===== src/rtl/sqdiff_if.sv =====
// Sample/result bundle for the framed sum-of-squared-differences accumulator.
interface sqdiff_if #(
    parameter int unsigned SIZEIN    = 8,
    parameter int unsigned SIZEOUT   = 20,
    parameter int unsigned FRAME_LEN = 16
) ();
    localparam int unsigned CNT_W = $clog2(FRAME_LEN + 1);

    logic                       ce;
    logic                       in_valid;
    logic                       sload;
    logic signed [SIZEIN-1:0]   a;
    logic signed [SIZEIN-1:0]   b;
    logic signed [SIZEOUT-1:0]  accum_out;
    logic                       out_valid;
    logic                       overflow;
    logic [CNT_W-1:0]           sample_cnt;

    modport master (
        output ce, in_valid, sload, a, b,
        input  accum_out, out_valid, overflow, sample_cnt
    );

    modport slave (
        input  ce, in_valid, sload, a, b,
        output accum_out, out_valid, overflow, sample_cnt
    );
endinterface


===== src/rtl/sqdiff_frame_macc.sv =====
// Framed, pipelined (a-b)^2 accumulator with per-frame total strobe.
// Optional SQDIFF_SAT_EN: accumulator saturates instead of wrapping.
module sqdiff_frame_macc #(
    parameter int unsigned SIZEIN    = 8,
    parameter int unsigned SIZEOUT   = 20,
    parameter int unsigned FRAME_LEN = 16
) (
    input  logic        clk,
    input  logic        rst_n,
    sqdiff_if.slave     bus
);
    localparam int unsigned DW    = SIZEIN + 1;
    localparam int unsigned SQW   = 2 * SIZEIN + 2;
    localparam int unsigned CNT_W = $clog2(FRAME_LEN + 1);
    localparam logic signed [SIZEOUT-1:0] SAT_MAX = {1'b0, {(SIZEOUT-1){1'b1}}};

    logic signed [SIZEIN-1:0]  a1_q, b1_q;
    logic                      v1_q, s1_q, v2_q, s2_q, v3_q, s3_q;
    logic signed [DW-1:0]      diff2_q;
    logic signed [SQW-1:0]     sq3_q;
    logic signed [SIZEOUT-1:0] acc_q, acc_d;
    logic [CNT_W-1:0]          cnt_q, cnt_d;
    logic                      ovf_q, ovf_d;
    logic                      oval_q, oval_d;

    logic signed [SIZEOUT-1:0] sq_ext;
    logic signed [SIZEOUT-1:0] sum;
    logic                      first;
    logic                      wrap;

    // Stage-4 next state; cnt==0 only right after reset, cnt==FRAME_LEN after a completed frame
    always_comb begin
        acc_d  = acc_q;
        cnt_d  = cnt_q;
        ovf_d  = ovf_q;
        oval_d = 1'b0;
        sq_ext = SIZEOUT'(sq3_q);
        sum    = acc_q + sq_ext;
        first  = s3_q || (cnt_q == '0) || (cnt_q == CNT_W'(FRAME_LEN));
        wrap   = !acc_q[SIZEOUT-1] && sum[SIZEOUT-1];
        if (bus.ce && v3_q) begin
            if (first) begin
                acc_d = sq_ext;
                cnt_d = CNT_W'(1);
                ovf_d = 1'b0;
            end else begin
                acc_d = sum;
                cnt_d = cnt_q + CNT_W'(1);
                if (wrap) begin
                    ovf_d = 1'b1;
`ifdef SQDIFF_SAT_EN
                    acc_d = SAT_MAX;
`else
                    acc_d = sum;
`endif
                end
            end
            oval_d = (cnt_d == CNT_W'(FRAME_LEN));
        end
    end

    // Pipeline and accumulator registers; out_valid is a single-edge strobe independent of ce
    always_ff @(posedge clk or negedge rst_n) begin
        if (!rst_n) begin
            a1_q    <= '0;
            b1_q    <= '0;
            v1_q    <= 1'b0;
            s1_q    <= 1'b0;
            v2_q    <= 1'b0;
            s2_q    <= 1'b0;
            diff2_q <= '0;
            v3_q    <= 1'b0;
            s3_q    <= 1'b0;
            sq3_q   <= '0;
            acc_q   <= '0;
            cnt_q   <= '0;
            ovf_q   <= 1'b0;
            oval_q  <= 1'b0;
        end else begin
            oval_q <= oval_d;
            if (bus.ce) begin
                a1_q    <= bus.a;
                b1_q    <= bus.b;
                v1_q    <= bus.in_valid;
                s1_q    <= bus.in_valid & bus.sload;
                diff2_q <= DW'(a1_q) - DW'(b1_q);
                v2_q    <= v1_q;
                s2_q    <= s1_q;
                sq3_q   <= SQW'(diff2_q) * SQW'(diff2_q);
                v3_q    <= v2_q;
                s3_q    <= s2_q;
                acc_q   <= acc_d;
                cnt_q   <= cnt_d;
                ovf_q   <= ovf_d;
            end
        end
    end

    assign bus.accum_out  = acc_q;
    assign bus.sample_cnt = cnt_q;
    assign bus.overflow   = ovf_q;
    assign bus.out_valid  = oval_q;
endmodule


===== src/flat_wrapper.sv =====
// flat-port wrapper written by rule: the top's interface ports become plain ports
module sqdiff_frame_macc_flat 
#(
    parameter int unsigned SIZEIN    = 8,
    parameter int unsigned SIZEOUT   = 20,
    parameter int unsigned FRAME_LEN = 16
)
  (clk, rst_n, bus_ce, bus_in_valid, bus_sload, bus_a, bus_b, bus_accum_out, bus_out_valid, bus_overflow, bus_sample_cnt);
  sqdiff_if #(.SIZEIN(SIZEIN), .SIZEOUT(SIZEOUT), .FRAME_LEN(FRAME_LEN)) bus_i ();
  input  logic clk;
  input  logic rst_n;
  input wire logic [$bits(bus_i.ce)-1:0] bus_ce;
  input wire logic [$bits(bus_i.in_valid)-1:0] bus_in_valid;
  input wire logic [$bits(bus_i.sload)-1:0] bus_sload;
  input wire logic [$bits(bus_i.a)-1:0] bus_a;
  input wire logic [$bits(bus_i.b)-1:0] bus_b;
  output wire logic [$bits(bus_i.accum_out)-1:0] bus_accum_out;
  output wire logic [$bits(bus_i.out_valid)-1:0] bus_out_valid;
  output wire logic [$bits(bus_i.overflow)-1:0] bus_overflow;
  output wire logic [$bits(bus_i.sample_cnt)-1:0] bus_sample_cnt;
  assign bus_i.ce = bus_ce;
  assign bus_i.in_valid = bus_in_valid;
  assign bus_i.sload = bus_sload;
  assign bus_i.a = bus_a;
  assign bus_i.b = bus_b;
  assign bus_accum_out = bus_i.accum_out;
  assign bus_out_valid = bus_i.out_valid;
  assign bus_overflow = bus_i.overflow;
  assign bus_sample_cnt = bus_i.sample_cnt;
  sqdiff_frame_macc #(.SIZEIN(SIZEIN), .SIZEOUT(SIZEOUT), .FRAME_LEN(FRAME_LEN)) u_core (.clk(clk), .rst_n(rst_n), .bus(bus_i));
endmodule

===== config.mk =====
export PLATFORM = sky130hd
export DESIGN_NAME = sqdiff_frame_macc_flat
export DESIGN_NICKNAME = d
export VERILOG_FILES = /design/src/rtl/sqdiff_if.sv /design/src/rtl/sqdiff_frame_macc.sv /design/src/flat_wrapper.sv
export SDC_FILE = /design/constraint.sdc
export NUM_CORES = 1
export LEC_CHECK = 0
export BUFFER_PORTS_ARGS = -buffer_cell sky130_fd_sc_hd__buf_4
export CORE_MARGIN = 1
export CORE_UTILIZATION = 45
export DETAILED_ROUTE_END_ITERATION = 8
export SLEW_MARGIN = 15
export SYNTH_ARGS = -nofsm -noshare
export SYNTH_HDL_FRONTEND = slang
export SYNTH_SLANG_ARGS = --single-unit

===== constraint.sdc =====
create_clock -name clk -period 7.8 [get_ports clk]
set_input_delay 1.56 -clock clk [delete_from_list [all_inputs] [get_ports clk]]
set_output_delay 1.56 -clock clk [all_outputs]
set_load 0.01 [all_outputs]

==> parameters.txt, run 1 <==
Parameter                              Value

Outcome
  Outcome    finished, violations left
  Failing checks    design-rule violations

Critical path
  Critical path class    reg -> reg
  Crit path DAT    around 5.6 ns
  Critical Path Sink Type    flop
  Maximum fanout along the worst path    18
  Kind of start point of the critical path    flop
  WP data required    roughly 8 ns

CTS
  Number of buffers added to fix hold violations after cts    0
  Deepest clock path buffer count    2
  Clk Latency, worst-skew pair    0.34 ns
  CTS sink cnt    75
  Clock Pin Slew Worst Setup and Hold Paths    0.06 ns
  Number of gates resized after CTS    0
  Setup Buffers After CTS    0
  H-tree Lvls    3
  Clock root buffer    sky130_fd_sc_hd__clkbuf_16
  Num CTS Buffers    9
  TritonCTS clock tree    yes

STA
  Setup-failing EPs final    0
  Clock skew    0.00634 ns
  Setup_tns    0 ns
  Unrepaired setup endpoints after global routing    false
  Period utilisation layout    69.3%
  Min Clock Period, post-route    5.41 ns
  Worst-Margin Slew    1.01 ns
  Normalized max-slew margin    32.8%
  Final hold viol count    0
  Total count of max-transition violations in the final report    0
  Timing-limited maximum frequency    185 MHz

Global route
  Initial antenna violation count    0
  Vias in the first global route    ~5300
  Maximum number of pins on one net before global-route repair    76
  Total routing resource utilization after global routing    20.3%
  First-pass GRT wire length    25400 um
  Overflow left after global routing    0

Yosys
  Number of nets produced by synthesis    865
  Count of yosys warnings during synthesis    0
  Part of the Yosys area used for sequential elements    between 20% and 30%
  Per-instance average area after synthesis    9.55 um^2
  Share of synthesized flip-flops with an asynchronous set or reset    100%
  Primary FF master, synth    sky130_fd_sc_hd__dfrtp_1
  Cell Area, Synth    6840 um^2
  Library cells used by synthesis    56
  Number of enable flip-flop cells after synthesis    0
  Cells after synthesis    716
  Flip-flop and latch count after synthesis    75

Die
  Row count    44
  IO Count    48
  Die ar.    15700 um^2
  Effective utilization at floorplan    46.5%
  Die Y-Extent    around 130 um
  Floorplan core area    14700 um^2
  Die W    125 um

Run
  Max-capacitance violation count    0

Cells and area
  Layout cells sized above 1    14.3%
  Most frequent cells in the layout    sky130_fd_sc_hd__inv_1, sky130_fd_sc_hd__dfrtp_1, sky130_fd_sc_hd__ha_1, sky130_fd_sc_hd__nand2_1, sky130_fd_sc_hd__fa_1
  Antenna diode count    0
  Net count, final    901
  Post-synthesis to final-layout area growth    12.4%
  Most common library cell in the layout ignoring fill and taps    sky130_fd_sc_hd__inv_1

Hold path
  Hold Path Class    reg -> reg

Route
  Routed len/inst    15.3 um
  Number of DRC markers in iteration 0    approximately 250
  Via-to-Cell Ratio    5.32
  Antenna viol nets, final    0
  Post-Route WL    14400 um
  Detailed-router iteration count before antenna repair    6
  Via count of the routed design    between 5000 and 6000
  Remaining routing DRC violations    2

Placed design
  Post-DP HPWL    11200 um
  Placer congestion estimate    0.834
  Number of port buffers    47
==> registers in the layout, summed over array words and instances, names as in the netlist, 5 cells and up <==
| register | cells |
|---|---|
| u_core.diff2_q | 9 |
| u_core.bus.accum_out | 20 |
| u_core.b1_q | 8 |
| u_core.sq3_q | 17 |
| u_core.bus.sample_cnt | 5 |
| u_core.a1_q | 8 |
==> per-layer routing <==
layer	part of all wire (%)	track usage, %	wire length, um	up-vias
met3	3.8	3.21	554	19
met1	45	26.0	6540	2448
li1	-	-	-	2460
met4	1.7	5.95	248	0
met5	0	0	0	-
met2	49	35.3	7090	78
==> kinds of logic after synthesis <==
| logic type | share of synthesized area (%) |
|---|---|
| AND/OR/NAND/NOR | 12.5 |
| AO/OA/AOI/OAI | 14.3 |
| adder cells (fa/ha/maj) | 29.7 |
| buffers and inverters | 6.37 |
| flip-flops | 27.4 |
| XOR/XNOR | 5.38 |
| multiplexers | 4.34 |
==> final cells by class <==
class,instances,area (um^2)
Fill cell,1372,7010
Multi-Input combinational cell,525,4530
Sequential cell,75,1880
Timing Repair Buffer,49,368
Inverter,92,345
Tap cell,184,230
Clock buffer,9,225
Clock inverter,7,116
==> cell usage after synthesis, types with 3 or more instances <==
cell type	number	area share, %
sky130_fd_sc_hd__and3_1	6	0.55
sky130_fd_sc_hd__o21ai_0	41	3.0
sky130_fd_sc_hd__o21ai_1	4	0.29
sky130_fd_sc_hd__nand3_1	13	0.95
sky130_fd_sc_hd__mux2_2	25	4.1
sky130_fd_sc_hd__nor2_1	35	1.9
sky130_fd_sc_hd__nor2b_1	10	0.91
sky130_fd_sc_hd__dfrtp_1	75	27
sky130_fd_sc_hd__xnor2_1	26	3.3
sky130_fd_sc_hd__a21o_1	20	2.2
sky130_fd_sc_hd__nand2b_1	12	1.1
sky130_fd_sc_hd__nor3_1	9	0.66
sky130_fd_sc_hd__ha_1	71	13
sky130_fd_sc_hd__clkbuf_1	21	1.2
sky130_fd_sc_hd__o21a_1	6	0.66
sky130_fd_sc_hd__a31oi_1	11	1.0
sky130_fd_sc_hd__fa_1	57	17
sky130_fd_sc_hd__buf_1	3	0.16
sky130_fd_sc_hd__nand2_1	65	3.6
sky130_fd_sc_hd__inv_1	92	5.1
sky130_fd_sc_hd__and2_1	16	1.5
sky130_fd_sc_hd__a21oi_1	38	2.8
sky130_fd_sc_hd__xor2_1	16	2.0
sky130_fd_sc_hd__a211oi_1	3	0.33
==> critical path, cell delays in order (launching register included) <==
cell and delay (ns):
sky130_fd_sc_hd__dfrtp_1 0.60, sky130_fd_sc_hd__nor2b_1 0.26, sky130_fd_sc_hd__fa_1 0.54, sky130_fd_sc_hd__inv_1 0.05
sky130_fd_sc_hd__fa_1 0.53, sky130_fd_sc_hd__inv_1 0.05, sky130_fd_sc_hd__fa_1 0.50, sky130_fd_sc_hd__fa_1 0.58
sky130_fd_sc_hd__fa_1 0.42, sky130_fd_sc_hd__ha_1 0.36, sky130_fd_sc_hd__o21a_1 0.20, sky130_fd_sc_hd__o31a_1 0.12
sky130_fd_sc_hd__o211ai_1 0.17, sky130_fd_sc_hd__nand2_1 0.09, sky130_fd_sc_hd__a41oi_1 0.27, sky130_fd_sc_hd__nand2b_1 0.12
sky130_fd_sc_hd__xor2_1 0.16, sky130_fd_sc_hd__mux2_2 0.26
==> path summary, 6_finish.rpt <==
kind,from,end,slack (ns),depth (start not counted)
hold reg to reg,u_core.v1_q$_DFFE_PN0P_,u_core.v2_q$_DFFE_PN0P_,0.50,1
setup / recovery,u_core.diff2_q[8]$_DFFE_PN0P_,u_core.sq3_q[15]$_DFFE_PN0P_,2.39,17
max in group asynchronous,rst_n,u_core.bus.accum_out[11]$_DFFE_PN0P_,5.80,1
min in group asynchronous,rst_n,u_core.sq3_q[2]$_DFFE_PN0P_,1.36,1
hold / removal,u_core.v1_q$_DFFE_PN0P_,u_core.v2_q$_DFFE_PN0P_,0.50,1
setup reg to reg,u_core.diff2_q[8]$_DFFE_PN0P_,u_core.sq3_q[15]$_DFFE_PN0P_,2.39,17
==> through the flow <==
stage | instance area (um^2) | util [%] | hold WS, ns | setup slack, ns | std cells
finish | 7690 | 52.3 | 0.503 | 2.39 | 941
CTS | 7690 | 52.3 | 0.505 | 2.39 | 941
floorplan | 6840 | - | 0.475 | 2.66 | 716
detailed placement | 7350 | 50.0 | 0.491 | 2.40 | 925
global placement | 7350 | 50.0 | 0.486 | 2.47 | 925
global route | 7690 | 52.3 | 0.522 | 2.07 | 941
Power of run 1 is not shown: default switching activity piles up to over one toggle a cycle in this logic, so the estimate is an artifact.
==> run 2, diff against run 1 <==
==> constraint.sdc (replaced) <==
create_clock -name clk -period 4.4 [get_ports clk]
set_input_delay 0.88 -clock clk [delete_from_list [all_inputs] [get_ports clk]]
set_output_delay 0.88 -clock clk [all_outputs]
set_load 0.01 [all_outputs]
==> run 2 against run 1 <==
Compared with the run above: the flow finishes with violations (design-rule violations, negative setup slack); cell area increased by 10%; die area unchanged; register-to-register slack got worse by 2.9 ns; wire length increased by 5.2%; critical path type unchanged.
==> parameters.txt, run 2 (synthesis results as in run 1) <==
Parameter                              Value

CTS
  H-tree Lvls    3
  CTS sink cnt    75
  Clock Pin Slew Worst Setup and Hold Paths    0.06 ns
  Number of buffers added to fix hold violations after cts    0
  Deepest clock path buffer count    2
  Num CTS Buffers    9
  TritonCTS clock tree    yes
  Clock root buffer    sky130_fd_sc_hd__clkbuf_16
  Clk Latency, worst-skew pair    0.33 ns

Global route
  Maximum number of pins on one net before global-route repair    between 50 and 60
  Vias in the first global route    5604
  Total routing resource utilization after global routing    21.1%
  Initial antenna violation count    0
  Overflow left after global routing    0
  First-pass GRT wire length    26800 um

Placed design
  Setup slack after placement    -0.541 ns
  Placer congestion estimate    between 0.8 and 0.9
  Post-DP HPWL    around 12000 um
  Number of port buffers    between 40 and 50

Hold path
  WHS Path Cells    1
  Hold Path Class    reg -> reg
  Worst hold endpoint    u_core.s3_q$_DFFE_PN0P_
  Critical hold path startpoint    u_core.s2_q$_DFFE_PN0P_

Critical path
  CP most frequent cell    sky130_fd_sc_hd__fa_1
  Critical R2R Capture    u_core.sq3_q[12]$_DFFE_PN0P_
  Kind of start point of the critical path    flop
  WP data required    4.61 ns
  Crit-path leading delay family    adder cells
  Crit path DAT    around 5.1 ns
  Worst path max stage delay    0.58 ns
  Total buffers and inverters traversed by the critical path    4
  Cell-by-cell trace of the critical path    and2_4 -> inv_2 -> fa_1 -> inv_2 -> fa_1 -> fa_1 -> fa_1 -> fa_1 -> ha_4 -> nand2_2 -> o21ai_2 -> or4_4 -> a31oi_4 -> buf_4 -> buf_6 -> xnor2_1 -> mux2_2
  Worst Reg-to-Reg Cells    17
  Worst R2R Setup Slack    -0.47 ns
  Critical-path top delay cell    sky130_fd_sc_hd__fa_1
  Critical Path Sink Type    flop
  Critical path class    reg -> reg
  Startpoint of the worst-slack reg-to-reg timing path    u_core.diff2_q[1]$_DFFE_PN0P_
  Maximum fanout along the worst path    5

Cells and area
  Most frequent cells in the layout    sky130_fd_sc_hd__buf_4, sky130_fd_sc_hd__inv_1, sky130_fd_sc_hd__dfrtp_1, sky130_fd_sc_hd__ha_1, sky130_fd_sc_hd__nand2_1
  Net count, final    982
  Antenna diode count    0
  Post-synthesis to final-layout area growth    23.9%
  Max FFs per register    20
  Layout cells sized above 1    26.8%
  Share of the core filled with cells    57.6%
  Most common library cell in the layout ignoring fill and taps    sky130_fd_sc_hd__buf_4

Die
  Die W    125 um
  IO Count    48
  Floorplan core area    14700 um^2
  Effective utilization at floorplan    46.5%
  Row count    44
  Die ar.    15700 um^2
  Die Y-Extent    125 um

Route
  Post-Route WL    15200 um
  Via-to-Cell Ratio    around 5.2
  Routed len/inst    14.9 um
  Remaining routing DRC violations    3
  Detailed-router iteration count before antenna repair    7
  Number of DRC markers in iteration 0    218
  Via count of the routed design    ~5300
  Antenna viol nets, final    0

STA
  Min Clock Period, post-route    4.87 ns
  Timing-limited maximum frequency    205 MHz
  Total count of max-transition violations in the final report    0
  Normalized max-slew margin    35.5%
  Clock skew    a little under 0.006 ns
  Period utilisation layout    111%
  Setup-failing EPs final    8
  Unrepaired setup endpoints after global routing    true
  Setup ws final    -0.472 ns
  Final hold viol count    0
  Worst-Margin Slew    between 0.9 and 1 ns

Outcome
  Failing checks    design-rule violations, negative setup slack
  Outcome    finished, violations left

Run
  Max-capacitance violation count    0
[run 2: cell count changes in the layout (fill, tap and decap cells not counted), sizes merged]
cell and delta:
inv +1, buf +81, bufinv -1, clkinvlp +3, clkinv -3
[run 2: worst max path at each step]
| stage | startpoint | to | depth (start not counted) | slack [ns] |
|---|---|---|---|---|
| final | u_core.diff2_q[1]$_DFFE_PN0P_ | u_core.sq3_q[12]$_DFFE_PN0P_ | 17 | -0.47 |
| after global routing | u_core.diff2_q[1]$_DFFE_PN0P_ | u_core.sq3_q[16]$_DFFE_PN0P_ | 17 | -0.65 |
| after CTS | u_core.diff2_q[1]$_DFFE_PN0P_ | u_core.sq3_q[14]$_DFFE_PN0P_ | 16 | -0.47 |
| after detailed placement | u_core.diff2_q[0]$_DFFE_PN0P_ | u_core.sq3_q[14]$_DFFE_PN0P_ | 15 | -0.54 |
| after global placement | u_core.diff2_q[1]$_DFFE_PN0P_ | u_core.sq3_q[14]$_DFFE_PN0P_ | 16 | -0.47 |
| after floorplan | u_core.diff2_q[8]$_DFFE_PN0P_ | u_core.sq3_q[14]$_DFFE_PN0P_ | 17 | -0.48 |
[run 2: cell type report]
type | instances | area (um^2)
Fill cell | 1265 | 6230
Multi-Input combinational cell | 525 | 4690
Sequential cell | 75 | 1880
Timing Repair Buffer | 130 | 996
Inverter | 92 | 349
Tap cell | 184 | 230
Clock buffer | 9 | 225
Clock inverter | 7 | 100
[run 2: metrics by stage]
| stage | cell area [um^2] | setup TNS, ns | instances | hold WS [ns] |
|---|---|---|---|---|
| detailed placement | 7970 | -3.29 | 999 | 0.497 |
| global route | 8470 | -3.99 | 1022 | 0.538 |
| floorplan | 6940 | -1.89 | 716 | 0.475 |
| finish | 8470 | -2.51 | 1022 | 0.509 |
| CTS | 8430 | -2.62 | 1019 | 0.513 |
| global placement | 7970 | -2.71 | 999 | 0.488 |
[run 2: routing by layer]
layer / wire length (um) / global-route usage (%) / vias to the layer above
li1: - / - / 2628
met4: 126 / 3.37 / 0
met5: 0 / 0 / -
met2: 7640 / 37.2 / 63
met3: 398 / 3.47 / 12
met1: 7010 / 27.7 / 2610
[run 2: worst reg2reg max path, stage by stage, from the launching register on]
cell and delay, ns:
sky130_fd_sc_hd__dfrtp_1 0.40, sky130_fd_sc_hd__and2_4 0.18, sky130_fd_sc_hd__inv_2 0.04, sky130_fd_sc_hd__fa_1 0.51, sky130_fd_sc_hd__inv_2 0.04, sky130_fd_sc_hd__fa_1 0.46
sky130_fd_sc_hd__fa_1 0.58, sky130_fd_sc_hd__fa_1 0.44, sky130_fd_sc_hd__fa_1 0.54, sky130_fd_sc_hd__ha_4 0.22, sky130_fd_sc_hd__nand2_2 0.06, sky130_fd_sc_hd__o21ai_2 0.05
sky130_fd_sc_hd__or4_4 0.53, sky130_fd_sc_hd__a31oi_4 0.19, sky130_fd_sc_hd__buf_4 0.13, sky130_fd_sc_hd__buf_6 0.08, sky130_fd_sc_hd__xnor2_1 0.05, sky130_fd_sc_hd__mux2_2 0.26
[run 2: timing repair]
action                                  in CTS  in global routing
endpoints found under the hold margin        0                  0
resized for setup                           22                  8
buffers inserted                             4                  4
pin swaps                                   18                 10
endpoints found under the setup margin       9                  9
Power of run 2 is left out for the same reason.
